**src/rtl/sync_frame_tx_pkg.sv**
```systemverilog
// Shared definitions for the sync-framed serial transmitter and the
// sequence-detector blocks that listen to it.
package sync_frame_tx_pkg;

  typedef enum logic [1:0] {
    ST_IDLE = 2'd0,
    ST_SYNC = 2'd1,
    ST_DATA = 2'd2
  } state_t;

  localparam logic [3:0] SYNC_DEFAULT = 4'b1011;

  // Counter width for a 0..range-1 count, never narrower than one bit.
  function automatic int unsigned cnt_width(input int unsigned range);
    return (range > 1) ? $clog2(range) : 1;
  endfunction

  function automatic logic sync_bit(input logic [3:0] pat, input logic [1:0] idx);
    return pat[2'd3 - idx];
  endfunction

endpackage

```
**src/rtl/sync_frame_tx_tick.sv**
```systemverilog
// Bit-period timer: tick marks the last clock of each DIV-cycle bit period.
module tick_gen
  import sync_frame_tx_pkg::*;
#(
  parameter int DIV = 1
) (
  input  logic clk,
  input  logic rst,
  input  logic clr,
  output logic tick
);

  localparam int CW = cnt_width(DIV);
  localparam logic [CW-1:0] LAST = CW'(DIV - 1);

  logic [CW-1:0] cnt;

  always_ff @(posedge clk) begin
    if (rst || clr) begin
      cnt <= '0;
    end else if (cnt == LAST) begin
      cnt <= '0;
    end else begin
      cnt <= cnt + 1'b1;
    end
  end

  assign tick = (cnt == LAST);

endmodule

```
**src/rtl/sync_frame_tx.sv**
```systemverilog
// Serial frame transmitter: a 4-bit sync header followed by a DW-bit payload,
// MSB first, each bit held for DIV clocks; idle line level is 0.
module sync_frame_tx
  import sync_frame_tx_pkg::*;
#(
  parameter int         DW   = 8,
  parameter logic [3:0] SYNC = SYNC_DEFAULT,
  parameter int         DIV  = 1
) (
  input  logic          clk,
  input  logic          rst,
  input  logic          start,
  input  logic [DW-1:0] din,
  output logic          tx,
  output logic          busy,
  output logic          done,
  output logic [7:0]    frame_cnt
);

  localparam int BW = cnt_width((DW > 4) ? DW : 4);
  localparam logic [BW-1:0] LAST_SYNC = BW'(3);
  localparam logic [BW-1:0] LAST_DATA = BW'(DW - 1);

  state_t        state, state_n;
  logic [BW-1:0] bit_idx, bit_n;
  logic [DW-1:0] sreg, sreg_n;
  logic          tx_n, busy_n, done_n;
  logic [7:0]    cnt_n;
  logic          clr, tick;

  tick_gen #(.DIV(DIV)) u_tick (
    .clk  (clk),
    .rst  (rst),
    .clr  (clr),
    .tick (tick)
  );

  always_ff @(posedge clk) begin
    if (rst) begin
      state     <= ST_IDLE;
      bit_idx   <= '0;
      sreg      <= '0;
      tx        <= 1'b0;
      busy      <= 1'b0;
      done      <= 1'b0;
      frame_cnt <= '0;
    end else begin
      state     <= state_n;
      bit_idx   <= bit_n;
      sreg      <= sreg_n;
      tx        <= tx_n;
      busy      <= busy_n;
      done      <= done_n;
      frame_cnt <= cnt_n;
    end
  end

  // Outputs are computed one cycle ahead so tx/busy/done come straight from flops.
  always_comb begin
    state_n = state;
    bit_n   = bit_idx;
    sreg_n  = sreg;
    tx_n    = tx;
    busy_n  = busy;
    done_n  = 1'b0;
    cnt_n   = frame_cnt;
    clr     = 1'b0;
    case (state)
      ST_IDLE: begin
        tx_n   = 1'b0;
        busy_n = 1'b0;
        if (start) begin
          clr     = 1'b1;
          sreg_n  = din;
          bit_n   = '0;
          state_n = ST_SYNC;
          tx_n    = SYNC[3];
          busy_n  = 1'b1;
        end
      end
      ST_SYNC: begin
        if (tick) begin
          if (bit_idx == LAST_SYNC) begin
            state_n = ST_DATA;
            bit_n   = '0;
            tx_n    = sreg[DW-1];
            sreg_n  = sreg << 1;
          end else begin
            bit_n = bit_idx + 1'b1;
            tx_n  = sync_bit(SYNC, bit_idx[1:0] + 2'd1);
          end
        end
      end
      ST_DATA: begin
        if (tick) begin
          if (bit_idx == LAST_DATA) begin
            state_n = ST_IDLE;
            bit_n   = '0;
            tx_n    = 1'b0;
            busy_n  = 1'b0;
            done_n  = 1'b1;
            cnt_n   = frame_cnt + 8'd1;
          end else begin
            bit_n  = bit_idx + 1'b1;
            tx_n   = sreg[DW-1];
            sreg_n = sreg << 1;
          end
        end
      end
      default: begin
        state_n = ST_IDLE;
      end
    endcase
  end

endmodule
```
**config.mk**
```make
export PLATFORM = sky130hd
export DESIGN_NAME = sync_frame_tx
export DESIGN_NICKNAME = d
export VERILOG_FILES = /design/src/rtl/sync_frame_tx_pkg.sv /design/src/rtl/sync_frame_tx_tick.sv /design/src/rtl/sync_frame_tx.sv
export SDC_FILE = /design/constraint.sdc
export NUM_CORES = 1
export LEC_CHECK = 0
export CAP_MARGIN = 5
export CORE_ASPECT_RATIO = 0.9
export CORE_MARGIN = 5
export CORE_UTILIZATION = 31
export DETAILED_ROUTE_END_ITERATION = 10
export PLACE_DENSITY = 0.57
export SLEW_MARGIN = 20
export SYNTH_ARGS = -nofsm -noshare
export SYNTH_HDL_FRONTEND = slang
export SYNTH_SLANG_ARGS = --single-unit
```
**constraint.sdc**
```tcl
create_clock -name clk -period 3 [get_ports clk]
set_input_delay 0.45 -clock clk [delete_from_list [all_inputs] [get_ports clk]]
set_output_delay 0.45 -clock clk [all_outputs]
set_load 0.1 [all_outputs]
```
==> results list, run 1 <==
- Outcome: complete, no violations
- When the netlist entered floorplanning its net count stood at 167.
- The worst path uses between 70% and 80% of the clock period.
- The via count of the first global-routing pass is between 900 and 1000.
- For this run, the detailed router's first-pass iteration total came to 4.
- In the synthesized netlist, the number of instances is between 100 and 150.
- I/O Buffers: 21
- For the worst setup path, the data required time is 3.16 ns.
* TritonCTS clock tree: done
- STA classifies the critical path startpoint as a register.
* Die W: 79.1 um
* Post-DP Area: between 1500 and 2000 um^2
- Clock group share of total power: 15.8%
- Aggregate global-route resource usage: 9.16%
- The worst setup path is captured at a register.
- Along the worst path, the maximum fanout reaches 16.
- The slowest stage of the critical path belongs to the cell sky130_fd_sc_hd__a2111oi_4.
- Layout net count: 187
- For this run, the slowest stage of the critical path takes 0.83 ns.
* Switch share: 40.7%
- In this run the number of H-tree levels came out at 1.
- P per Cell Area: 777 nW/um^2
- For this run the aggregate overflow at the end of global routing stands at 0.
* Worst Path Class, Setup: register to register
- Tracing the worst setup path back leads to its startpoint at state[0].
- Registers are responsible for 35.9% of the overall power.
* Top cell type by total area after synthesis: sky130_fd_sc_hd__dfxtp_1
- Post-CTS repair changed the size of 0 cells.
* Data arrival time at the worst-slack endpoint: 2.46 ns
* Share of synthesized area occupied by flip-flops and latches: between 30% and 40%
- Max-capacitance violation count: 0
- Number of failing hold endpoints at the final stage: 0
* Fraction of final layout cells with drive strength greater than 1: 12.2%
- Cell-by-cell listing of the critical path: inv_1 > ha_1 > a21o_1 > a2111oi_4 > nor2_1 > a211oi_1
- Clock transition at the registers of the reported paths: 0.08 ns
- CTS Root Buffer Type: sky130_fd_sc_hd__clkbuf_8
- Clock latency at the later pin of the worst-skew pair: 0.26 ns
- Buffers inserted to repair hold after CTS numbered 0.
- The HPWL after detailed placement is 1910 um.
* Placed Instances: between 200 and 250
- Remaining DRCs: 0
* Die footprint: roughly 5700 um^2
- The number of antenna violations at the first check in global routing came to 0.
* Count of different cell masters after synthesis: 40
- Final Slew Violations: 0
- VDD sags by at most 0.316 mV.
- Clock Sink Count: 25
* Class of the tightest hold or removal check: register to register
* Effective utilization at floorplan: between 30% and 40%
* Synth top area cells: sky130_fd_sc_hd__dfxtp_1 (38%), sky130_fd_sc_hd__ha_1 (10%), sky130_fd_sc_hd__mux2i_1 (5.3%), sky130_fd_sc_hd__nor2_1 (4.5%), sky130_fd_sc_hd__a21oi_1 (3.4%)
- Based on the critical path, the design can be clocked at up to ~430 MHz.
- Wire length of the first global-routing pass: between 4000 and 5000 um
- The die is 72.2 um tall.
- The cell area that synthesis handed to floorplanning was 1330 um^2.
* Synth warn: 0
- Share of async-settable or async-resettable flops after synthesis: 0%
- In this run the core area contains 22 standard-cell rows.
* Detailed-route via count: 1060
- Setup repair after global routing left no endpoint under its margin.
- Maximum clock insertion buffer count: 2
* Dominant cell by count in the synthesized netlist: sky130_fd_sc_hd__dfxtp_1
- Worst min-delay path startpoint: sreg[0]
* FILL cells: between 400 and 500
- DRC violation total after the first TritonRoute iteration: 36
- For this design the top-level I/O count stands at 22.
- Final period demand of the worst path: approximately 2.3 ns
- Area growth from synthesis to layout: 19.4%
* Register bit count reported by yosys: 25
* Worst Tran Pin Value: ~0.98 ns
* Static Leakage: roughly 0.00061 uW
- In the final routed layout, each cell accounts on average for 11.7 um.
* Most common flop cell mapped by yosys: sky130_fd_sc_hd__dfxtp_1
- Mapped Avg Cell Area: between 9 and 10 um^2
* Max-slew headroom at the worst pin: 34.3%
- Internal power comes to 734 uW.
- Area fraction of the dominant cell type after synthesis: roughly 38%
- P_sw: 503 uW
- Final RePlAce weighted congestion: approximately 0.74
* Relative contribution of combinational cells to total power: slightly below 50%
- Buffers inserted during clock tree synthesis total 3.
- The repair_antennas step left the layout with diodes totalling 0.
- Fin cells: 212
* Average vias per placed instance: 5.00
- The routed design has 2490 um of wire.
- Setup violations remaining at the end of the flow were counted as 0.
- Across the routed clock network, the largest skew measured is between 0.0015 and 0.002 ns.
- In this run the critical register-to-register path is launched from state[0].
* Number of setup buffers added after CTS: 0
- The commonest cells after synthesis are sky130_fd_sc_hd__dfxtp_1 (25), sky130_fd_sc_hd__nor2_1 (16), sky130_fd_sc_hd__ha_1 (11).
- Core Footprint: approximately 4100 um^2
- Once detail routing completed, the nets flagged for antenna violations numbered 0.
- In this run, synthesis inferred 0 flip-flops with an integrated enable.
* Post-Route Setup TNS: 0 ns
- Final cell area excluding filler cells: 1590 um^2
- Entering global routing, the biggest net connects 28 pins.
[sequential cells by signal, indices dropped and copies added, names as in the netlist]
name and count:
busy 1, u_tick.cnt 1, sreg 8, frame_cnt 8, tx 1, state 2
done 1, bit_idx 3
[power by group through the flow]
stage	clock network (uW)	logic [uW]	registers (uW)
6_report	196	597	445
4_1_cts	207	603	446
2_1_floorplan	0	438	518
3_5_place_dp	0	603	454
3_3_place_gp	0	587	450
5_1_grt	221	669	454
[worst paths after layout]
path / depth (start not counted) / endpoint / slack [ns]
max: 6 / sreg[4] / 0.70
min: 2 / sreg[0] / 0.48
max reg2reg: 6 / sreg[4] / 0.70
min reg2reg: 2 / sreg[0] / 0.48
[through the flow]
step | utilization, % | hold slack (ns) | power [uW] | worst slack (ns)
after floorplan | - | 0.442 | 956 | 1.12
after global placement | 37.5 | 0.455 | 1040 | 0.792
after detailed placement | 37.5 | 0.465 | 1060 | 0.696
after CTS | 38.6 | 0.478 | 1260 | 0.672
after global routing | 38.6 | 0.504 | 1340 | 0.464
final | 38.6 | 0.476 | 1240 | 0.701
[cells in the final DEF, fill, tap and decap left out, types with 2 or more instances in the layout]
cell,n
sky130_fd_sc_hd__o21ai_0,2
sky130_fd_sc_hd__nor2b_1,2
sky130_fd_sc_hd__mux2i_1,7
sky130_fd_sc_hd__xor2_1,3
sky130_fd_sc_hd__o31ai_1,2
sky130_fd_sc_hd__nand4_1,2
sky130_fd_sc_hd__nor2_1,16
sky130_fd_sc_hd__a21oi_1,9
sky130_fd_sc_hd__nand2b_1,2
sky130_fd_sc_hd__nor3_1,2
sky130_fd_sc_hd__a211oi_1,5
sky130_fd_sc_hd__dfxtp_1,25
sky130_fd_sc_hd__nand2_1,10
sky130_fd_sc_hd__and2_1,3
sky130_fd_sc_hd__or3_1,2
sky130_fd_sc_hd__clkbuf_8,3
sky130_fd_sc_hd__clkdlybuf4s50_1,10
sky130_fd_sc_hd__ha_1,11
sky130_fd_sc_hd__buf_4,11
sky130_fd_sc_hd__inv_1,7
sky130_fd_sc_hd__nand3b_1,3
sky130_fd_sc_hd__nand4b_1,3
sky130_fd_sc_hd__xnor2_1,4
sky130_fd_sc_hd__a211oi_2,2
[critical path: cells and delay by family (launching register included)]
kind	cells	cell delay, ns
AO/OA/AOI/OAI	3	1.32
AND/OR/NAND/NOR	1	0.08
buffers and inverters	1	0.11
adder cells (fa/ha/maj)	1	0.31
flip-flops	1	0.36
[metal layers]
| layer | vias to the layer above | global-route usage [%] | share of wire [%] |
|---|---|---|---|
| met5 | - | 0 | 0 |
| met4 | 0 | 1.15 | 0.32 |
| met3 | 3 | 2.85 | 5.4 |
| met2 | 24 | 16.1 | 47 |
| met1 | 490 | 11.3 | 47 |
| li1 | 543 | - | - |
[cells by family (layout without fill, tap and decap cells)]
kind of cell / count (synthesis) / count (layout) / share of synthesized area (%)
AO/OA/AOI/OAI: 28 / 28 / 16.0
flip-flops: 25 / 25 / 37.5
buffers and inverters: 13 / 32 / 4.22
multiplexers: 7 / 7 / 5.25
XOR/XNOR: 7 / 7 / 4.60
other: 1 / 1 / 0.281
AND/OR/NAND/NOR: 53 / 53 / 21.8
adder cells (fa/ha/maj): 11 / 11 / 10.3
[final cells by class]
type                       instances  area [um^2]  area share [%]
multi-input combinational        107          777            48.8
sequential                        25          500            31.4
timing repair buffer              21          183            11.5
tap                               48         60.1            3.77
clock buffer                       3         41.3            2.59
inverter                           7         26.3            1.65
clock inverter                     1         5.00           0.314
Note: power is estimated with default switching activity, not from simulation.
==> inputs of run 2 (changes only) <==
==> constraint.sdc (replaced) <==
create_clock -name clk -period 2.15 [get_ports clk]
set_input_delay 0.3225 -clock clk [delete_from_list [all_inputs] [get_ports clk]]
set_output_delay 0.3225 -clock clk [all_outputs]
set_load 0.1 [all_outputs]
==> run 2 against run 1 <==
- routed wire length up 9.5%
- cell area grew 1.8%
- clock power up 40%
- clock-buffer cell count increased by 1
- sequential share of layout area shrank 0.56 points
- global-route usage is 0.90 points higher
- total power up 43%
- die area unchanged
- non-clock buffer count up 4
- largest power group unchanged
- highest routed layer unchanged
==> results list, run 2 (synthesis results as in run 1) <==
- Data arrival time at the worst-slack endpoint: approximately 2.2 ns
- Fraction of final layout cells with drive strength greater than 1: a little over an eighth
- Adding up every negative setup slack in the final design gives 0 ns.
* Cell Rows: 22
- The number of endpoints with negative hold slack in the final report was 0.
- Final period demand of the worst path: 1.98 ns
- Setup violations remaining at the end of the flow were counted as 0.
- Max-capacitance violation count: 0
- Part of the cycle the worst path needs: 92.2%
- Outcome: complete, no violations
- Worst setup path startpoint: state[1]
- Clock Sink Count: 25
- Commonest non-fill, non-tap cells in the layout: sky130_fd_sc_hd__dfxtp_1 (25), sky130_fd_sc_hd__nor2_1 (16), sky130_fd_sc_hd__buf_4 (15)
* P per Cell Area: 1090 nW/um^2
- I/O Buffers: 21
* Final clock skew: 0.00374 ns
- Post-detailed-routing wire length: 2730 um
- Multi-input combinational cell area: 777 um^2
* Die W: 79.1 um
- The region available for standard cell placement spans 4130 um^2.
- After detailed routing, the number of vias per cell comes to between 5 and 6.
- Pin count of the biggest net entering global routing: 18
- Most common cell after layout, fill and taps aside: sky130_fd_sc_hd__dfxtp_1
- Sequential Area: around 500 um^2
- On the final layout, the worst hold slack is 0.476 ns.
* Clock latency at the later pin of the worst-skew pair: 0.26 ns
- TritonCTS clock tree: done
- Number of I/O pins: 22
- The most critical setup path has its endpoint at bit_idx[2].
* Placed Instances: roughly 210
- The count of cells in the finished layout, fillers not included, comes to around 220.
* Effective utilization at floorplan: 32.3%
- For this run, design rule violations remaining after detail routing come to 0.
* Setup WS pre-CTS: 0.197 ns
- Routability-driven placement finished with a final weighted congestion of 0.756.
- The cell sitting at the root of the clock tree is a sky130_fd_sc_hd__clkbuf_8.
- After clock tree synthesis, the clock-pin slew on the worst setup and hold paths is 0.08 ns.
* Post-DP Area: 1580 um^2
- For this run, the total global-route usage over all layers was measured as 10.1%.
* Grt ovf: 0
- The number of antenna diodes in the final layout is 0.
- The final layout contains 191 nets.
- The finished cells cover between 1500 and 2000 um^2.
* FILL cells: 419
* Worst Tran Pin Value: 0.587 ns
* Class of the tightest hold or removal check: register to register
- Of all nets on the critical path, the largest fanout is 7.
- CTS Buf Count: 3
* Number of setup buffers added after CTS: 0
* Maximum clock insertion buffer count: 2
* Worst R2R Path Depth: 6
- In this run the register-to-register setup slack is 0.17 ns.
- After legalization and detailed placement, the total HPWL measured 2090 um.
* Worst Path Class, Setup: register to register
- Endpoint of the worst-slack reg-to-reg timing path: bit_idx[2]
- Final WS setup: 0.168 ns
- Critical R2R Launch: state[1]
* Crit end category: register
- Peak supply drop: 0.512 mV
- The number of antenna violations at the first check in global routing came to 0.
- In this run the tightest slew margin relative to its limit is 60.7%.
- DRC violation total after the first TritonRoute iteration: 37
- Remaining antenna violation count after routing: 0
- For this run, the detailed router's first-pass iteration total came to 4.
* Maximum clock frequency: 505 MHz
- H-tree levels: 1
- The largest registers in the layout are frame_cnt x8, sreg x8, bit_idx x3.
* Startpoint types: register
* Static Leakage: around 0.00063 uW
- The final count of pins violating max slew came to 0.
- Setup repair after global routing left no endpoint under its margin.
* Final routed wire length divided by cell count: between 10 and 15 um
- Required time of the critical path: between 2 and 2.5 ns
- Across all layers, the routed design uses 1082 vias.
- Number of gates resized after cts: 0
* Area growth from synthesis to layout: 21.6%
- Wire length of the first global-routing pass: 4680 um
- The die covers 5720 um^2.
- The via count of the first global-routing pass is 1063.
* Die boundary height: around 72 um
- Hold buffer count at cts: 0
==> run 2: cell count changes in the layout (fill, tap and decap cells not counted), sizes merged <==
| cell | change |
|---|---|
| buf | +4 |
| clkbuf | +1 |
| clkinv | -1 |
==> run 2: worst min path at each step <==
| stage | startpoint | end | depth (start not counted) |
|---|---|---|---|
| after floorplan | u_tick.cnt | done | 1 |
| after global placement | sreg[0] | sreg[0] | 2 |
| after detailed placement | sreg[0] | sreg[0] | 2 |
| after CTS | sreg[0] | sreg[0] | 2 |
| after global routing | tx | tx | 2 |
| final | sreg[0] | sreg[0] | 2 |
==> run 2: metrics by stage <==
step / util (%) / power, uW
final: 39.3 / 1770
after detailed placement: 38.2 / 1510
after global routing: 39.3 / 1920
after global placement: 38.2 / 1490
after floorplan: - / 1330
after CTS: 39.3 / 1800
==> run 2: worst max-delay path: stages, from the launching register on <==
cell	delay, ns
sky130_fd_sc_hd__dfxtp_1	0.39
sky130_fd_sc_hd__inv_1	0.11
sky130_fd_sc_hd__ha_1	0.28
sky130_fd_sc_hd__o21a_1	0.27
sky130_fd_sc_hd__or3_4	0.37
sky130_fd_sc_hd__or3b_1	0.36
sky130_fd_sc_hd__a21oi_1	0.14
==> run 2: final cells by class <==
| type | count | area share [%] |
|---|---|---|
| multi-input combinational | 107 | 47.9 |
| sequential | 25 | 30.9 |
| timing repair buffer | 25 | 13.1 |
| tap | 48 | 3.70 |
| clock buffer | 4 | 2.78 |
| inverter | 7 | 1.62 |
==> run 2: power breakdown <==
part | leakage (uW) | internal [uW] | switching [uW] | total, uW
Combinational | 0.000399 | 367 | 506 | 873
Sequential | 0.000204 | 563 | 60.9 | 624
Clock | 0.0000228 | 132 | 142 | 274
==> run 2: metal layers <==
layer	vias up	GRT usage, %	part of all wire (%)
li1	553	-	-
met1	500	12.5	46
met2	27	17.4	48
met3	2	3.10	5.9
met4	0	1.72	0.37
met5	-	0	0
==> inputs of run 3 (changes only) <==
--- a/config.mk
+++ b/config.mk
@@ -7,11 +7,10 @@
 export LEC_CHECK = 0
 export CAP_MARGIN = 5
 export CORE_ASPECT_RATIO = 0.9
-export CORE_MARGIN = 5
 export CORE_UTILIZATION = 31
 export DETAILED_ROUTE_END_ITERATION = 10
-export PLACE_DENSITY = 0.57
 export SLEW_MARGIN = 20
 export SYNTH_ARGS = -nofsm -noshare
 export SYNTH_HDL_FRONTEND = slang
+export SYNTH_HIERARCHICAL = 1
 export SYNTH_SLANG_ARGS = --single-unit
==> run 3 against run 2 <==
- global-route usage grew 2.6 points
- flip-flop and latch count is the same
- fmax grew 4.4%
- register-to-register slack gained 0.08 ns
- hold slack gained 0.0048 ns
- highest routed layer is now met3
- total power grew 6.0%
- sequential share of layout area shrank 0.32 points
- critical endpoint is now sreg[2]
- first-iteration DRC count grew 11%
- cell area grew 1.3%
- largest cell class unchanged
- critical path type unchanged
==> results list, run 3 <==
- Outcome: complete, no violations
* Number of I/O pins: 22
* Die W: 71.6 um
- Register bit count reported by yosys: 25
* Crit end category: register
- P per Cell Area: 1140 nW/um^2
- sky130_fd_sc_hd__dfxtp_1 takes more of the synthesized area than any other cell.
- FILL cells: 430
- Dividing the detail-routed via count by the number of cells gives 5.06.
- From synthesis to final layout, the design area changed by 21.7%.
* Worst Path Class, Setup: register to register
- Once detail routing completed, the nets flagged for antenna violations numbered 0.
- The congestion estimate from routability-driven global placement came to 0.866.
* Detailed-route via count: 1108
- Multi-input combinational cell area: 792 um^2
* DRC violation total after the first TritonRoute iteration: 41
- Most instantiated cells after synthesis: sky130_fd_sc_hd__dfxtp_1 (25), sky130_fd_sc_hd__nor2_1 (18), sky130_fd_sc_hd__ha_1 (11)
- Maximum fanout along the worst path: 16
* Met2 Resource Use GR: 20.4%
* Data arrival time at the worst-slack endpoint: roughly 2.1 ns
* CTS Buf Count: 3
* Static Leakage: 0.000675 uW
* Antenna violations before repair: 0
- The repair_antennas step left the layout with diodes totalling 0.
* Dominant cell by count in the synthesized netlist: sky130_fd_sc_hd__dfxtp_1
- The via count of the first global-routing pass is between 1000 and 1500.
- Commonest non-fill, non-tap cells in the layout: sky130_fd_sc_hd__dfxtp_1 (24), sky130_fd_sc_hd__nor2_1 (18), sky130_fd_sc_hd__buf_4 (13)
* Grt ovf: 0
- Core Footprint: ~4100 um^2
- Wire length of the first global-routing pass: 4640 um
- Post-synth EDFFs: 0
- Remaining DRCs: 0
- Final Slew Violations: 0
* Share of async-settable or async-resettable flops after synthesis: 0%
* Met3 demand-to-capacity share in global routing: roughly 3.7%
* Effective utilization at floorplan: 32.7%
- Synthesized cell area: 1350 um^2
* Peak supply drop: 0.382 mV
- Die footprint: 4620 um^2
- Startpoint types: register
* Area fraction of the dominant cell type after synthesis: 37.1%
* Post-Route Setup TNS: 0 ns
- Counting every net in the synthesized netlist gives 171.
* Part of the cycle the worst path needs: 88.3%
- The sequential cells in the finished layout cover a total of ~500 um^2.
- After floorplanning, the core was divided into 22 placement rows.
- Final clock skew: 0.000896 ns
- At the end of the flow, the number of nets in the layout was 194.
* Fraction of final layout cells with drive strength greater than 1: 14.6%
- The first detailed-routing pass took 4 iterations.
- STA puts the critical path data required time at ~2.3 ns.
- Clock transition at the registers of the reported paths: 0.09 ns
* Hold buffer count at cts: 0
* Synth warn: 6
- Fraction of met1 tracks used by global routing: 17.3%
- Most common flop cell mapped by yosys: sky130_fd_sc_hd__dfxtp_1
* Mapped Avg Cell Area: 9.06 um^2
- CTS Root Buffer Type: sky130_fd_sc_hd__clkbuf_8
- Post-detailed-routing wire length: between 2000 and 3000 um
- The clock net in this run drives a total of 25 sinks.
- Clock latency at the later pin of the worst-skew pair: 0.27 ns
- Maximum clock insertion buffer count: 2
- Die boundary height: 64.6 um
- Share of synthesized area occupied by flip-flops and latches: 37.1%
- Synthesis produced a netlist whose cell count is roughly 150.
- Setup violations remaining at the end of the flow were counted as 0.
* Unrepaired setup endpoints after global routing: no
* I/O Buffers: 21
- Maximum clock frequency: between 500 and 600 MHz
- The largest registers in the layout are frame_cnt x8, sreg x8, bit_idx x3.
- Most common cell after layout, fill and taps aside: sky130_fd_sc_hd__dfxtp_1
* Final period demand of the worst path: 1.90 ns
- Number of failing hold endpoints at the final stage: 0
- met2 is the most crowded layer.
- Yosys attributes the largest share of cell area to sky130_fd_sc_hd__dfxtp_1 (37%), sky130_fd_sc_hd__ha_1 (10%), sky130_fd_sc_hd__mux2i_1 (7.4%), sky130_fd_sc_hd__nor2_1 (5.0%), sky130_fd_sc_hd__xor2_1 (3.9%).
* Count of different cell masters after synthesis: 35
- TritonCTS built the clock tree.
* Aggregate global-route resource usage: 12.7%
- Hold is met by 0.481 ns.
- Finished Core Util: 39.8%
* Class of the tightest hold or removal check: register to register
- Dividing the detail-routed wire length by the instance count gives 12.2 um.
- Number of setup buffers added after CTS: 0
* Max-capacitance violation count: 0
- H-tree levels: 1
- Summed over all nets, the half-perimeter wirelength after detailed placement is slightly below 2000 um.
- Entering global routing, the biggest net connects 28 pins.
## run 3: power breakdown
part	switching [uW]	total (uW)	leakage, uW	internal [uW]
sequential	65.5	633	0.000205	568
clock	163	299	0.0000261	136
combinational	536	945	0.000444	409
## run 3: what timing repair did
| item | 4_1_cts | 5_1_grt |
|---|---|---|
| endpoints found under the setup margin | 0 | 3 |
| gates resized for setup | 0 | 3 |
| endpoints found under the hold margin | 0 | 0 |
## run 3: cell type report
type	instances	area share [%]
inverter	8	1.83
multi-input combinational	110	48.2
tap	48	3.66
clock buffer	3	2.51
timing repair buffer	24	12.7
sequential	25	30.5
clock inverter	1	0.533
## run 3: critical path, cell delays in order, from the launching register on
cell and delay, ns:
sky130_fd_sc_hd__dfxtp_1 0.41, sky130_fd_sc_hd__inv_1 0.12, sky130_fd_sc_hd__ha_2 0.25, sky130_fd_sc_hd__a21o_1 0.19, sky130_fd_sc_hd__a2111oi_4 0.36, sky130_fd_sc_hd__buf_6 0.21
sky130_fd_sc_hd__nor2_1 0.05, sky130_fd_sc_hd__a211oi_1 0.22
## run 3: path summary, 6_finish.rpt
kind         startpoint       to  slack [ns]  cells after the start
max            state[0]  sreg[2]        0.25                      7
min             sreg[0]  sreg[0]        0.48                      2
max reg2reg    state[0]  sreg[2]        0.25                      7
min reg2reg     sreg[0]  sreg[0]        0.48                      2
## run 3: layer usage
metal,up-vias,wire length (um)
li1,561,-
met1,530,1370
met2,17,1200
met3,0,97
met4,0,0
met5,-,0
## run 3: logic make-up after synthesis
group	synth area share [%]
muxes	7.41
xor gates and xnor gates	4.54
buffers and inverters	4.45
AOI/OAI and AO/OA	15.1
DFF	37.1
and+or+nand+nor	20.9
other	0.278
adders and majority gates	10.2
## run 3: through the flow
step	worst slack [ns]	cell area (um^2)	total power (uW)	std cells
floorplan	0.304	1350	1390	149
global placement	0.260	1590	1550	215
detailed placement	0.190	1590	1570	215
CTS	0.169	1640	1880	219
global route	0.0486	1640	2010	219
finish	0.251	1640	1880	219
